--- src/rtl/sprite_rle_loader.sv ---
// sprite_rle_loader
// Decodes a run-length-encoded palette-index stream and fills one sprite image
// (IMAGE_WIDTH*IMAGE_HEIGHT pixels, row-major from base_addr) through the RAM
// write port, one pixel per clock.
//
// Ports:
//   Clk, Reset            clock and synchronous active-high reset
//   load, base_addr       start pulse (taken only in IDLE) and first RAM word
//   in_valid/in_ready     token handshake; in_run = run length - 1, in_index = colour
//   write_address,
//   data_In, we           RAM write port (address/data forced to 0 when we=0)
//   busy, done, err       in progress, one-cycle completion pulse, sticky overrun
//
// Optional feature: define SPRITE_RLE_SKIP_TRANSPARENT_EN to suppress writes of
// palette index 0, so transparent pixels leave the existing RAM contents intact.
module sprite_rle_loader #(
    parameter int IMAGE_WIDTH  = 36,
    parameter int IMAGE_HEIGHT = 40,
    parameter int DATA_W       = 5,
    parameter int ADDR_W       = 19,
    parameter int RUN_W        = 8
) (
    input  logic              Clk,
    input  logic              Reset,
    input  logic              load,
    input  logic [ADDR_W-1:0] base_addr,
    input  logic              in_valid,
    output logic              in_ready,
    input  logic [RUN_W-1:0]  in_run,
    input  logic [DATA_W-1:0] in_index,
    output logic [ADDR_W-1:0] write_address,
    output logic [DATA_W-1:0] data_In,
    output logic              we,
    output logic              busy,
    output logic              done,
    output logic              err
);

    localparam int TOTAL = IMAGE_WIDTH * IMAGE_HEIGHT;
    localparam int CNT_W = $clog2(TOTAL + 1);
    localparam logic [CNT_W-1:0] TOTAL_C = CNT_W'(TOTAL);

    typedef enum logic [1:0] {
        S_IDLE,
        S_TOKEN,
        S_WRITE,
        S_DONE
    } state_t;

    state_t            state_q, state_d;
    logic [CNT_W-1:0]  count_q, count_d;
    logic              err_q, err_d;
    logic [ADDR_W-1:0] base_q, base_d;
    logic [RUN_W:0]    run_left_q, run_left_d;   // one extra bit so 255+1 does not wrap
    logic [DATA_W-1:0] idx_q, idx_d;

    logic [CNT_W-1:0]  count_inc;
    logic [RUN_W:0]    run_dec;

    assign count_inc = count_q + 1'b1;
    assign run_dec   = run_left_q - 1'b1;
    assign err       = err_q;

    always_ff @(posedge Clk) begin
        if (Reset) begin
            state_q <= S_IDLE;
            count_q <= '0;
            err_q   <= 1'b0;
        end else begin
            state_q <= state_d;
            count_q <= count_d;
            err_q   <= err_d;
        end
    end

    // Datapath registers are only read in states entered after they are loaded.
    always_ff @(posedge Clk) begin
        base_q     <= base_d;
        run_left_q <= run_left_d;
        idx_q      <= idx_d;
    end

    always_comb begin
        state_d       = state_q;
        count_d       = count_q;
        err_d         = err_q;
        base_d        = base_q;
        run_left_d    = run_left_q;
        idx_d         = idx_q;
        in_ready      = 1'b0;
        we            = 1'b0;
        busy          = 1'b0;
        done          = 1'b0;
        write_address = '0;
        data_In       = '0;

        case (state_q)
            S_IDLE: begin
                if (load) begin
                    base_d  = base_addr;
                    count_d = '0;
                    err_d   = 1'b0;
                    state_d = S_TOKEN;
                end
            end
            S_TOKEN: begin
                in_ready = 1'b1;
                busy     = 1'b1;
                if (in_valid) begin
                    run_left_d = {1'b0, in_run} + 1'b1;
                    idx_d      = in_index;
                    state_d    = S_WRITE;
                end
            end
            S_WRITE: begin
                busy = 1'b1;
`ifdef SPRITE_RLE_SKIP_TRANSPARENT_EN
                we   = (idx_q != '0);
`else
                we   = 1'b1;
`endif
                if (we) begin
                    write_address = base_q + ADDR_W'(count_q);
                    data_In       = idx_q;
                end
                count_d    = count_inc;
                run_left_d = run_dec;
                // Image full takes priority; any pixels still owed are an overrun.
                if (count_inc == TOTAL_C) begin
                    if (run_dec != '0) begin
                        err_d = 1'b1;
                    end
                    state_d = S_DONE;
                end else if (run_dec == '0) begin
                    state_d = S_TOKEN;
                end
            end
            S_DONE: begin
                done    = 1'b1;
                state_d = S_IDLE;
            end
            default: begin
                state_d = S_IDLE;
            end
        endcase
    end

endmodule

--- config.mk ---
export PLATFORM = sky130hd
export DESIGN_NAME = sprite_rle_loader
export DESIGN_NICKNAME = d
export VERILOG_FILES = /design/src/rtl/sprite_rle_loader.sv
export SDC_FILE = /design/constraint.sdc
export NUM_CORES = 1
export LEC_CHECK = 0
export BUFFER_PORTS_ARGS = -buffer_cell sky130_fd_sc_hd__buf_2
export CAP_MARGIN = 10
export CORE_UTILIZATION = 59
export CTS_CLUSTER_SIZE = 20
export DETAILED_ROUTE_END_ITERATION = 16
export HOLD_SLACK_MARGIN = 0.02
export PLACE_DENSITY = 0.85
export SLEW_MARGIN = 40
export SYNTH_ARGS = -nofsm -noshare
export SYNTH_HDL_FRONTEND = slang
export SYNTH_SLANG_ARGS = --single-unit
--- constraint.sdc ---
create_clock -name Clk -period 5.4 [get_ports Clk]
set_input_delay 0.81 -clock Clk [delete_from_list [all_inputs] [get_ports Clk]]
set_output_delay 0.81 -clock Clk [all_outputs]
set_load 0.05 [all_outputs]
==> impl_metrics.yaml <==
status:
  status: "complete, no violations"
floorplan:
  core_area_um2: 4850
  start_util_pct: 62.9
  die_area_um2: 5460
  io_pins: 65
  die_w_um: 73.9
  rows: 25
  fp.dieH_um: 73.9
route:
  drtIter0Drc: 179
  vias: 2614
  avgViaCountPerCell: 5.81
  routed_wl_um: 6780
  first_pass_iters: 4
  drc: 0
  antenna_left: 0
  wl_per_cell_um: 15.1
run:
  maxCapViolations: 0
power_and_ir_drop:
  peakVddDrop_uv: 261
  leakagePower_nw: 1.46
  power.density_nw_per_um2: 365
logic_synthesis:
  synth_edf_count: 33
  async_flop_share_pct: 0
  dominantRegCellSynth: "edfxtp_1"
  netlist_area_um2: 3050
  ys_top_cells_by_area: "edfxtp_1 (32%), dfxtp_1 (9.2%), ha_1 (7.8%)"
  synth_compound_gate_area_share_pct: 15.1
  synth.area.mux_share_pct: 2.63
  synth-simple-area-share_pct: 22.8
  synth_top_area_share_pct: 32.5
  synth_warnings: 0
  synth_nets: 375
  synthTopCellsByCount: "nor2_1 (38), edfxtp_1 (33), nand2_1 (21)"
  yosysUniqueCellTypes: 58
  seq_area_frac_synth_pct: 41.7
  syn_inst: 319
  synth_largest_area_cell: "edfxtp_1"
  postSynthAreaPerCell_um2: 9.56
  synth_top_family_by_area: "simple AND/OR/NAND/NOR gates"
  synthXorXnorAreaFrac_pct: 6.60
  synth-seq-cells: 47
  synth-adder-area-share_pct: 8.45
  synth.most_common_cell: "nor2_1"
worst_setup_path:
  cp-end-kind: "output port"
  path_cells: "ha_1, inv_1, fa_1, nor2b_1, o21a_1, nor2_1, o21ai_1, a221oi_1, o31ai_1, mux2i_1, buf_2"
  r2r_slack_ps: 2840
  start_kind: "flip-flop"
  timing.rr.start: "run_left_q[0]"
  crit_type: "flip-flop to output port"
  critPathLaunch: "count_q[0]"
  path_max_fanout: 7
  crit_arrival_ps: 3110
  path_buf_inv: 2
  crit_family: "compound AO/OA/AOI/OAI gates"
  cp_slowest_cell: "dfxtp_1"
  cp_data_required_time_ps: 4590
  slowest_delay_ps: 480
place:
  place_ws_ps: 1860
  io_buffers: 64
  finalWeightedCongestion: 0.838
  place_hpwl_um: 5010
cts:
  cts_made_buffers: 5
  max-clock-path-buffers: 2
  clkLatencyLatePin_ps: 310
  cts_root_buf: "clkbuf_8"
  cts.clk_slew.worst_paths_ps: 90
  postCtsHoldBufs: 0
  cts_tree: "built"
  postCtsSetupRepairBufs: 0
  htree_levels: 2
  cts_sinks: 47
  cts_resized: 0
global_routing:
  grt_max_degree: 41
  grt_first_pass_wirelength_um: 10600
  grt_antenna_before_repair: 0
  grt_usage_pct: 26.1
  grt_pass1_vias: 2277
  grt-ovfl-total: 0
worst_hold_path:
  min_path_type: "flip-flop to flip-flop"
  min-delay-start: "count_q[8]"
final_layout:
  antennaDiodeCount: 0
  nets: 438
  syn2layout_area_growth_pct: 15.3
  drive_above_1_share_pct: 23.2
sta:
  clock_skew_ps: 6.51
  worst_slew_pin_slew_ps: 824
  fmax_mhz: 255
  hold_violations: 0
  fin_crit_ps: 3920
  min_period_over_period_pct: 72.5
  rsz0062_at_grt: "no"
  finalSetupViolCount: 0
  worst_slack_ps: 1480
  maxSlewHeadroom_pct: 44.5
  maxSlewViolCount: 0
  tns_ps: 0
[final cells by class]
type / instances / area, um^2
Tap cell: 67 / 83.8
Fill cell: 371 / 1330
Multi-Input combinational cell: 250 / 1700
Inverter: 12 / 45.0
Clock inverter: 3 / 18.8
Sequential cell: 47 / 1270
Clock buffer: 5 / 68.8
Timing Repair Buffer: 66 / 335
[power breakdown]
part	total (W)	internal (W)	switching [W]
logic	0.000537	0.000150	0.000387
clock network	0.000220	0.0000914	0.000128
registers	0.000529	0.000476	0.0000532
[stage by stage]
step / hold WS (ps) / util (%) / total power, W / cell area, um^2 / instances
floorplan: 485 / - / 0.000935 / 3050 / 319
global placement: 502 / 70.7 / 0.00105 / 3430 / 442
detailed placement: 523 / 70.8 / 0.00107 / 3430 / 442
global route: 556 / 72.6 / 0.00135 / 3520 / 450
CTS: 536 / 72.6 / 0.00129 / 3520 / 450
finish: 539 / 72.6 / 0.00129 / 3520 / 450
[registers in the layout (all words and copies together), names as in the netlist]
| name | flops |
|---|---|
| base_q | 19 |
| state_q | 2 |
| count_q | 11 |
| err | 1 |
| idx_q | 5 |
| run_left_q | 9 |
[layout by cell type, fill, tap and decap left out, drive strengths merged, types with 14 or more instances in the layout]
master and count:
buf 66, nor2 38, edfxtp 33, nand2 22
ha 19, o21ai 18, a21oi 16, nand3 16
xnor2 14, dfxtp 14
[per-layer routing]
layer  part of all wire (%)  wire, um  vias to the layer above  GRT usage (%)
met4                    1.3        85                        0           7.48
met1                     45      3080                     1223           35.2
li1                       -         -                     1291              -
met5                      0         0                        -              0
met3                    7.0       475                        8           7.96
met2                     46      3140                       92           40.7
[final timing paths]
check / end / cells after the start
min reg2reg: count_q[8] / 2
max: write_address[18] / 11
max reg2reg: state_q[1] / 9
min: count_q[8] / 2
[cell families after synthesis]
family / count (synthesis)
buffers and inverters: 22
flip-flops: 47
AO/OA/AOI/OAI: 68
multiplexers: 8
adder cells (fa/ha/maj): 20
AND/OR/NAND/NOR: 131
XOR/XNOR: 23
[worst register-to-register path: stages, from the launching register on]
cell       delay, ps
edfxtp_1         470
inv_1             90
ha_1             200
or4b_4           510
nor4_4           160
xnor2_1          210
nand3_2          150
or2b_1           250
a211oi_1         350
a2111oi_2         70
Power figures use the tool's default switching activity.
